## src/rtl/uart_chunk_pkg.sv

```systemverilog
// Shared definitions for the UART chunk path (arbiter and chunker).
// Holds the arbiter state encoding and the default chunk geometry.
// No logic lives here.
package uart_chunk_pkg;

  localparam int DEF_BUFFER_BYTE_SIZE  = 3;
  localparam int DEF_BUFFER_INDEX_SIZE = 32;

  typedef enum logic [1:0] {
    ST_IDLE = 2'd0,
    ST_LOAD = 2'd1,
    ST_SEND = 2'd2,
    ST_DONE = 2'd3
  } arb_state_e;

endpackage

```

## src/rtl/rr_priority_picker.sv

```systemverilog
// Round-robin picker: first set request bit at or above rr_ptr, wrapping.
// Latency: purely combinational, zero cycles.
// Backpressure: none; the caller decides when the pick is consumed.
module rr_priority_picker #(
  parameter int NUM_REQ = 2,
  parameter int GW      = $clog2(NUM_REQ)
) (
  input  logic [NUM_REQ-1:0] req_mask,
  input  logic [GW-1:0]      rr_ptr,
  output logic               any,
  output logic [GW-1:0]      idx
);

  logic [2*NUM_REQ-1:0] dbl;
  logic [GW:0]          off;
  logic [GW:0]          sum;

  // Rotate the mask so rr_ptr sits at bit 0, find the lowest set bit, then
  // map that offset back to an absolute requester index.
  always_comb begin
    dbl = {req_mask, req_mask} >> rr_ptr;
    off = '0;
    for (int i = NUM_REQ - 1; i >= 0; i--) begin
      if (dbl[i]) off = (GW+1)'(i);
    end
    sum = {1'b0, rr_ptr} + off;
    if (sum >= (GW+1)'(NUM_REQ)) sum = sum - (GW+1)'(NUM_REQ);
    any = |req_mask;
    idx = sum[GW-1:0];
  end

endmodule

```

## src/rtl/uart_tx_chunk_arbiter.sv

```systemverilog
// Shares one UART chunker between NUM_REQ producers, round-robin, one chunk at a time.
// Latency: ack/chunk_ready one cycle after a request is seen idle; done one cycle after last byte.
// Backpressure: requesters hold req_valid until req_ack; new grants wait until the chunk completes.
module uart_tx_chunk_arbiter
  import uart_chunk_pkg::*;
#(
  parameter int NUM_REQ           = 2,
  parameter int BUFFER_BYTE_SIZE  = DEF_BUFFER_BYTE_SIZE,
  parameter int BUFFER_INDEX_SIZE = DEF_BUFFER_INDEX_SIZE
) (
  input  logic                                  CLK,
  input  logic                                  RST_N,
  input  logic [NUM_REQ-1:0]                    req_valid,
  input  logic [NUM_REQ*BUFFER_BYTE_SIZE*8-1:0] req_bytes,
  input  logic [NUM_REQ*BUFFER_INDEX_SIZE-1:0]  req_size,
  output logic [NUM_REQ-1:0]                    req_ack,
  output logic [NUM_REQ-1:0]                    req_done,
  input  logic                                  is_tx_done,
  output logic                                  chunk_ready,
  output logic [BUFFER_INDEX_SIZE-1:0]          chunk_byte_size,
  output logic [BUFFER_BYTE_SIZE*8-1:0]         chunk_bytes,
  output logic                                  busy,
  output logic [$clog2(NUM_REQ)-1:0]            grant
);

  localparam int GW = $clog2(NUM_REQ);
  localparam int CW = BUFFER_BYTE_SIZE * 8;
  localparam int IW = BUFFER_INDEX_SIZE;
  localparam logic [IW-1:0]      CAP     = IW'(BUFFER_BYTE_SIZE);
  localparam logic [NUM_REQ-1:0] REQ_ONE = NUM_REQ'(1);

  arb_state_e      state_q;
  arb_state_e      state_d;
  logic [GW-1:0]   rr_ptr;
  logic [IW-1:0]   sent_cnt;
  logic [IW-1:0]   eff_size;

  logic            pick_any;
  logic [GW-1:0]   pick_idx;
  logic [CW-1:0]   sel_bytes;
  logic [IW-1:0]   sel_size;
  logic [IW-1:0]   pick_eff;
  logic            last_byte;

  rr_priority_picker #(
    .NUM_REQ (NUM_REQ),
    .GW      (GW)
  ) u_picker (
    .req_mask (req_valid),
    .rr_ptr   (rr_ptr),
    .any      (pick_any),
    .idx      (pick_idx)
  );

  // Select the picked requester's slice and clamp its size to the buffer capacity.
  always_comb begin
    sel_bytes = '0;
    sel_size  = '0;
    for (int i = 0; i < NUM_REQ; i++) begin
      if (pick_idx == GW'(i)) begin
        sel_bytes = req_bytes[i*CW +: CW];
        sel_size  = req_size[i*IW +: IW];
      end
    end
    pick_eff  = (sel_size > CAP) ? CAP : sel_size;
    last_byte = is_tx_done && (sent_cnt == eff_size - IW'(1));
  end

  // State register.
  always_ff @(posedge CLK or negedge RST_N) begin
    if (!RST_N) state_q <= ST_IDLE;
    else        state_q <= state_d;
  end

  // Next-state decode; a zero-length chunk skips straight to completion.
  always_comb begin
    state_d = state_q;
    case (state_q)
      ST_IDLE: if (pick_any) state_d = (pick_eff == '0) ? ST_DONE : ST_LOAD;
      ST_LOAD: state_d = ST_SEND;
      ST_SEND: if (last_byte) state_d = ST_DONE;
      ST_DONE: state_d = ST_IDLE;
      default: state_d = ST_IDLE;
    endcase
  end

  // Capture the granted chunk, count sent bytes and drive the registered outputs.
  always_ff @(posedge CLK or negedge RST_N) begin
    if (!RST_N) begin
      rr_ptr          <= '0;
      grant           <= '0;
      sent_cnt        <= '0;
      eff_size        <= '0;
      chunk_ready     <= 1'b0;
      chunk_byte_size <= '0;
      chunk_bytes     <= '0;
      req_ack         <= '0;
      req_done        <= '0;
      busy            <= 1'b0;
    end else begin
      chunk_ready <= 1'b0;
      req_ack     <= '0;
      req_done    <= '0;
      busy        <= (state_d != ST_IDLE);
      case (state_q)
        ST_IDLE: begin
          if (pick_any) begin
            grant       <= pick_idx;
            chunk_bytes <= sel_bytes;
            eff_size    <= pick_eff;
            req_ack     <= REQ_ONE << pick_idx;
            if (pick_eff == '0) begin
              req_done <= REQ_ONE << pick_idx;
            end else begin
              chunk_byte_size <= pick_eff;
              chunk_ready     <= 1'b1;
            end
          end
        end
        ST_LOAD: sent_cnt <= '0;
        ST_SEND: begin
          if (is_tx_done) sent_cnt <= sent_cnt + IW'(1);
          if (last_byte)  req_done <= REQ_ONE << grant;
        end
        ST_DONE: begin
          rr_ptr          <= (grant == GW'(NUM_REQ - 1)) ? '0 : grant + GW'(1);
          chunk_byte_size <= '0;
        end
        default: ;
      endcase
    end
  end

endmodule

```

## config.mk

```make
export PLATFORM = sky130hd
export DESIGN_NAME = uart_tx_chunk_arbiter
export DESIGN_NICKNAME = d
export VERILOG_FILES = /design/src/rtl/uart_chunk_pkg.sv /design/src/rtl/rr_priority_picker.sv /design/src/rtl/uart_tx_chunk_arbiter.sv
export SDC_FILE = /design/constraint.sdc
export NUM_CORES = 1
export LEC_CHECK = 0
export ABC_AREA = 0
export CAP_MARGIN = 20
export CORE_AREA = 5 5 119 143
export CTS_CLUSTER_DIAMETER = 120
export DETAILED_ROUTE_END_ITERATION = 10
export DIE_AREA = 0 0 124 148
export PLACE_DENSITY = 0.72
export SYNTH_ARGS = -nofsm -noshare
export SYNTH_HDL_FRONTEND = slang
export SYNTH_SLANG_ARGS = --single-unit
export TNS_END_PERCENT = 1
```

## constraint.sdc

```tcl
create_clock -name CLK -period 5.7 [get_ports CLK]
set_clock_uncertainty 0.2 [all_clocks]
set_input_delay 1.71 -clock CLK [delete_from_list [all_inputs] [get_ports CLK]]
set_output_delay 1.71 -clock CLK [all_outputs]
set_load 0.02 [all_outputs]
```

Word-level counts from Yosys, hierarchy flattened
Cells that the tools add are included. Widths: inputs -> output; s select.

Flip-flop bits (word level): 130. Output and inout bits: 63. Word-level logic and storage cells: 63.

Add/sub/neg operators: 5. $lt $le $gt $ge: 2. Equality and inequality tests: 7. Shifts and indexed selects: 3. Mux-type cells: 25. Reductions and logical operators: 10.

Operators with widths (number): $mux 32 (5); $pmux 32 s2 (2); $add 32x1->32 const B (1); $eq 32x32->1 (1); $gt 32x2->1 const B (1); $logic_not 32->1 (1); $sub 32x1->32 const B (1); $mux 24 (1); $mux 2 (8); $pmux 2 s4 (1); $mux 1 (7); $ne 2x2->1 const B (3); $reduce_bool 2->1 (3); $eq 2x2->1 const B (2); $pmux 2 s2 (1); $reduce_and 2->1 (2); $shl 1x1->2 const A (2); $shr 4x1->2 (1); $reduce_and 3->1 (1); $add 1x1->2 (1); $eq 2x1->1 const B (1); $ge 2x2->1 const B (1); $logic_not 2->1 (1); $reduce_or 2->1 (1); other kinds (3) (3).

Longest topological paths before layout
Depth in word-level cells: 14. Depth in mapped cells: 11. Depth with buffers taken out: 10.

Hierarchy
A second synthesis with hierarchy kept.

Cell total of the unflattened synthesis: 662. Area total of the unflattened synthesis: 6572.6 sq um.

Modules (own cells, without submodules): uart_tx_chunk_arbiter (times used 1, cells each 658, area each 6553.8 sq um, sequential area each 3253.1 sq um); rr_priority_picker (times used 1, cells each 4, area each 18.8 sq um, sequential area each 0.0 sq um).

Least setup slack after synthesis
Ideal clock, no wire load.

Path type: input to register. From: in req_valid[0]. To: reg chunk_byte_size[10]. Library setup time: 0.066 ns. Arrival time: 3.316 ns. Setup slack: 2.118 ns. Stages: 9. Path buffers: 1. Cells stage by stage: inv_1 -> maj3_1 -> nor3_1 -> a21oi_1 -> nor2_1 -> nor2_1 -> a21oi_1 -> clkbuf_1 -> and2_1.

Word-level cells in the longest chain between the ends: 12.

Ends and longest elaborated chain: start, declared (RTL line uart_tx_chunk_arbiter.sv:13) `input logic [NUM_REQ-1:0] req_valid,`; $shr 4x1->2 (RTL line rr_priority_picker.sv:21) `dbl = {req_mask, req_mask} >> rr_ptr;`; $mux 1 (2 in series) (RTL line rr_priority_picker.sv:24) `if (dbl[i]) off = (GW+1)'(i);`; $add 1x1->2 (RTL line rr_priority_picker.sv:26) `sum = {1'b0, rr_ptr} + off;`; $ge 2x2->1 or $sub 1x1->1 (tied branches) (RTL line rr_priority_picker.sv:27) `if (sum >= (GW+1)'(NUM_REQ)) sum = sum - (GW+1)'(NUM_REQ);`; $mux 1 (RTL line rr_priority_picker.sv:27); $mux 32 (RTL line uart_tx_chunk_arbiter.sv:60) `if (pick_idx == GW'(i)) begin`; $gt 32x2->1 (RTL line uart_tx_chunk_arbiter.sv:65) `pick_eff = (sel_size > CAP) ? CAP : sel_size;`; $mux 32 (RTL line uart_tx_chunk_arbiter.sv:65); $logic_not 32->1 or $mux 32 (tied branches) (RTL line uart_tx_chunk_arbiter.sv:112) `if (pick_eff == '0) begin`; $ne 2x2->1 (no source line) or $mux 32 (tied branches); $reduce_and 3->1 (no source line) or $pmux 32 s2 (tied branches); end signal, assigned (RTL line uart_tx_chunk_arbiter.sv:115) `chunk_byte_size <= pick_eff;`; end, declared (RTL line uart_tx_chunk_arbiter.sv:20) `output logic [BUFFER_INDEX_SIZE-1:0] chunk_byte_size,`.

Parallel ways exist; a longest one is shown, timed or not. The select of a mux whose other input is x is not followed. A chain may end at the register's enable or synchronous reset.

Worst setup path after layout
From: in req_valid[0]. To: reg chunk_byte_size[0].

The elaborated chain is that of the path after synthesis.

==> impl_metrics.env <==
export IMPL_rr_worst_depth=10
export IMPL_setup_tns_final_ps=0
export IMPL_relSlewSlack=0.344
export IMPL_antenna_found_initial=0
export IMPL_die_area_mm2=0.0184
export IMPL_grt_overflow=0
export IMPL_gp_congestion=0.907
export IMPL_tightestPinTransition_ps=981
export IMPL_wire_per_inst_um=17.1
export IMPL_rows=50
export IMPL_fin_nets=947
export IMPL_worstSetupEndpointType="flop"
export IMPL_die_height_um=148
export IMPL_cts_num_sinks=130
export IMPL_avgSynthCellArea_um2=10.0
export IMPL_ys_seq_area_frac=0.500
export IMPL_synthesis_area_mm2=0.00650
export IMPL_grt_max_degree=80
export IMPL_finalCritPeriodShare=0.744
export IMPL_rsz0062_at_grt="no"
export IMPL_cts_root_buf="clkbuf_16"
export IMPL_diodes=0
export IMPL_synth_nets=772
export IMPL_via_per_inst=5.30
export IMPL_ios=180
export IMPL_critPathMaxFanout=33
export IMPL_h_tree_depth=4
export IMPL_slowest_stage="maj3_2"
export IMPL_drive_above_1_share=0.0621
export IMPL_path_class="primary input to flop"
export IMPL_dpl_instance_area_mm2=0.00847
export IMPL_dr_total_vias=5542
export IMPL_finalSetupViolations=0
export IMPL_crit_buf_inv=3
export IMPL_p_total_uw=2250
export IMPL_critPathLaunchType="primary input"
export IMPL_max_freq_mhz=236
export IMPL_postRouteAntennaNets=0
export IMPL_synth_edf_count=0
export IMPL_areaGrowthSynthToFinish_pct=39.7
export IMPL_synthCells=649
export IMPL_hpwlAfterDp_um=13700
export IMPL_finalWirelength_um=17900
export IMPL_cts_made_buffers=17
export IMPL_crit_path_frequent_cell="nor2_1"
export IMPL_async_flop_share=1.00
export IMPL_die_width_um=124
export IMPL_insertion_delay_ps=420
export IMPL_slew_viol_final=0
export IMPL_crit_chain="clkdlybuf4s50_1 > inv_1 > maj3_2 > nor3_1 > a21oi_1 > nor2_1 > nor2_1 > a21oi_2 > buf_4 > a22o_1"
export IMPL_synth_seq_cells=130
export IMPL_cts_tree="done"
export IMPL_maxCapViolations=0
export IMPL_cpPeakStageDelay_ps=620
export IMPL_yosys_warnings=0
export IMPL_holdPathStages=2
export IMPL_clockBufferDepth=2
export IMPL_hold_viol_final=0
export IMPL_p_leak_uw=0.00394
export IMPL_synthFlopType="dfrtp_1"
export IMPL_crit_cells=10
export IMPL_outcome="finished clean"
export IMPL_final_cell_mix="178 x clkdlybuf4s50_1, 130 x dfrtp_1, 64 x and2_1"
export IMPL_clk_pin_slew_ps=60
export IMPL_first_pass_iters=5
export IMPL_grt_use_total=0.205
export IMPL_route_detailed_drc=0
export IMPL_cp_top_family="buffers and inverters"
export IMPL_hold_path_class="flop to flop"
export IMPL_cts_hold_buf=0
export IMPL_ys_types=60
export IMPL_finalCriticalPeriod_ps=4240
export IMPL_drt_iter0_drc=266
export IMPL_post_cts_resized=0
export IMPL_first_global_vias=5887
export IMPL_critical_path_arrival_ps=4400
export IMPL_post_cts_buffers=0
export IMPL_peakVddDrop_mv=0.188
export IMPL_start_util=0.421
export IMPL_power_density_mw_per_mm2=248
export IMPL_fp_coreArea_mm2=0.0155
export IMPL_layout_commonest_cell="clkdlybuf4s50_1"
export IMPL_cp_required_ps=5860
export IMPL_grt_pass1_wl_um=29500
export IMPL_io_buffers=179
export IMPL_final_area_mm2=0.00908
==> routing by layer <==
metal | up-vias | track usage | share of wire
met4 | 0 | 0.0679 | 0.016
met2 | 167 | 0.342 | 0.51
met1 | 2683 | 0.229 | 0.37
met3 | 26 | 0.0957 | 0.097
met5 | - | 0 | 0
li1 | 2666 | - | -
==> final timing paths <==
kind	start	end	slack (ps)
worst min-delay path	chunk_bytes[7]	chunk_bytes[7]	280
max in group asynchronous	RST_N	chunk_ready	3410
worst max-delay path	req_valid[0]	chunk_byte_size[0]	1460
min in group asynchronous	RST_N	sent_cnt[26]	930
worst max register to register	eff_size[0]	state_q[0]	1560
worst min register to register	chunk_bytes[7]	chunk_bytes[7]	280
==> sequential cells by signal, summed over array words and instances, names as in the netlist <==
signal	flops
chunk_bytes	24
sent_cnt	32
busy	1
grant	1
chunk_ready	1
eff_size	32
chunk_byte_size	32
state_q	2
req_ack	2
rr_ptr	1
req_done	2
==> tightest hold or removal path: stages, from the launching register on <==
cell	delay, ps
dfrtp_1	340
nand2_1	50
o21ai_0	60
==> final cells by class <==
cell class,count,area [um^2]
Timing Repair Buffer,184,1850
Inverter,12,45.0
Clock inverter,15,159
Tap cell,208,260
Clock buffer,17,425
Sequential cell,130,3250
Fill cell,1309,6370
Multi-Input combinational cell,479,3090
==> per-stage QoR <==
stage	utilization	worst slack, ps	hold slack [ps]	std cells
2_1_floorplan	-	2120	266	649
3_3_place_gp	0.548	1140	263	1012
5_1_grt	0.588	1230	300	1045
6_report	0.588	1460	280	1045
4_1_cts	0.586	1440	285	1044
3_5_place_dp	0.548	1040	270	1012
==> power breakdown <==
part / switching [uW] / leakage (uW) / internal, uW / total [uW]
registers: 32.2 / 0.00176 / 940 / 973
logic: 81.0 / 0.00189 / 122 / 203
clock network: 459 / 0.000286 / 621 / 1080
==> Yosys cell counts, types with 6 or more instances <==
cell type / n / area share
nand2_1: 59 / 0.034
xnor2_1: 26 / 0.035
nand4_1: 13 / 0.013
nor4_1: 24 / 0.023
nand3_1: 30 / 0.023
dfrtp_1: 130 / 0.50
xor2_1: 17 / 0.023
or3_1: 7 / 0.0067
o21ai_0: 50 / 0.038
and2_1: 64 / 0.062
nor3_1: 17 / 0.013
and3_1: 9 / 0.0087
nor2_1: 33 / 0.019
ha_1: 6 / 0.012
inv_1: 12 / 0.0069
clkbuf_1: 22 / 0.013
a21oi_1: 13 / 0.010
mux2i_1: 36 / 0.055
==> cell families after synthesis <==
kind of cell	share of synthesized area
xor+xnor	0.0579
mux	0.0554
fa+ha+maj	0.0131
buf+inv	0.0265
simple gates	0.249
compound gates	0.0979
flops	0.500
Note: power is estimated with default switching activity, not from simulation.
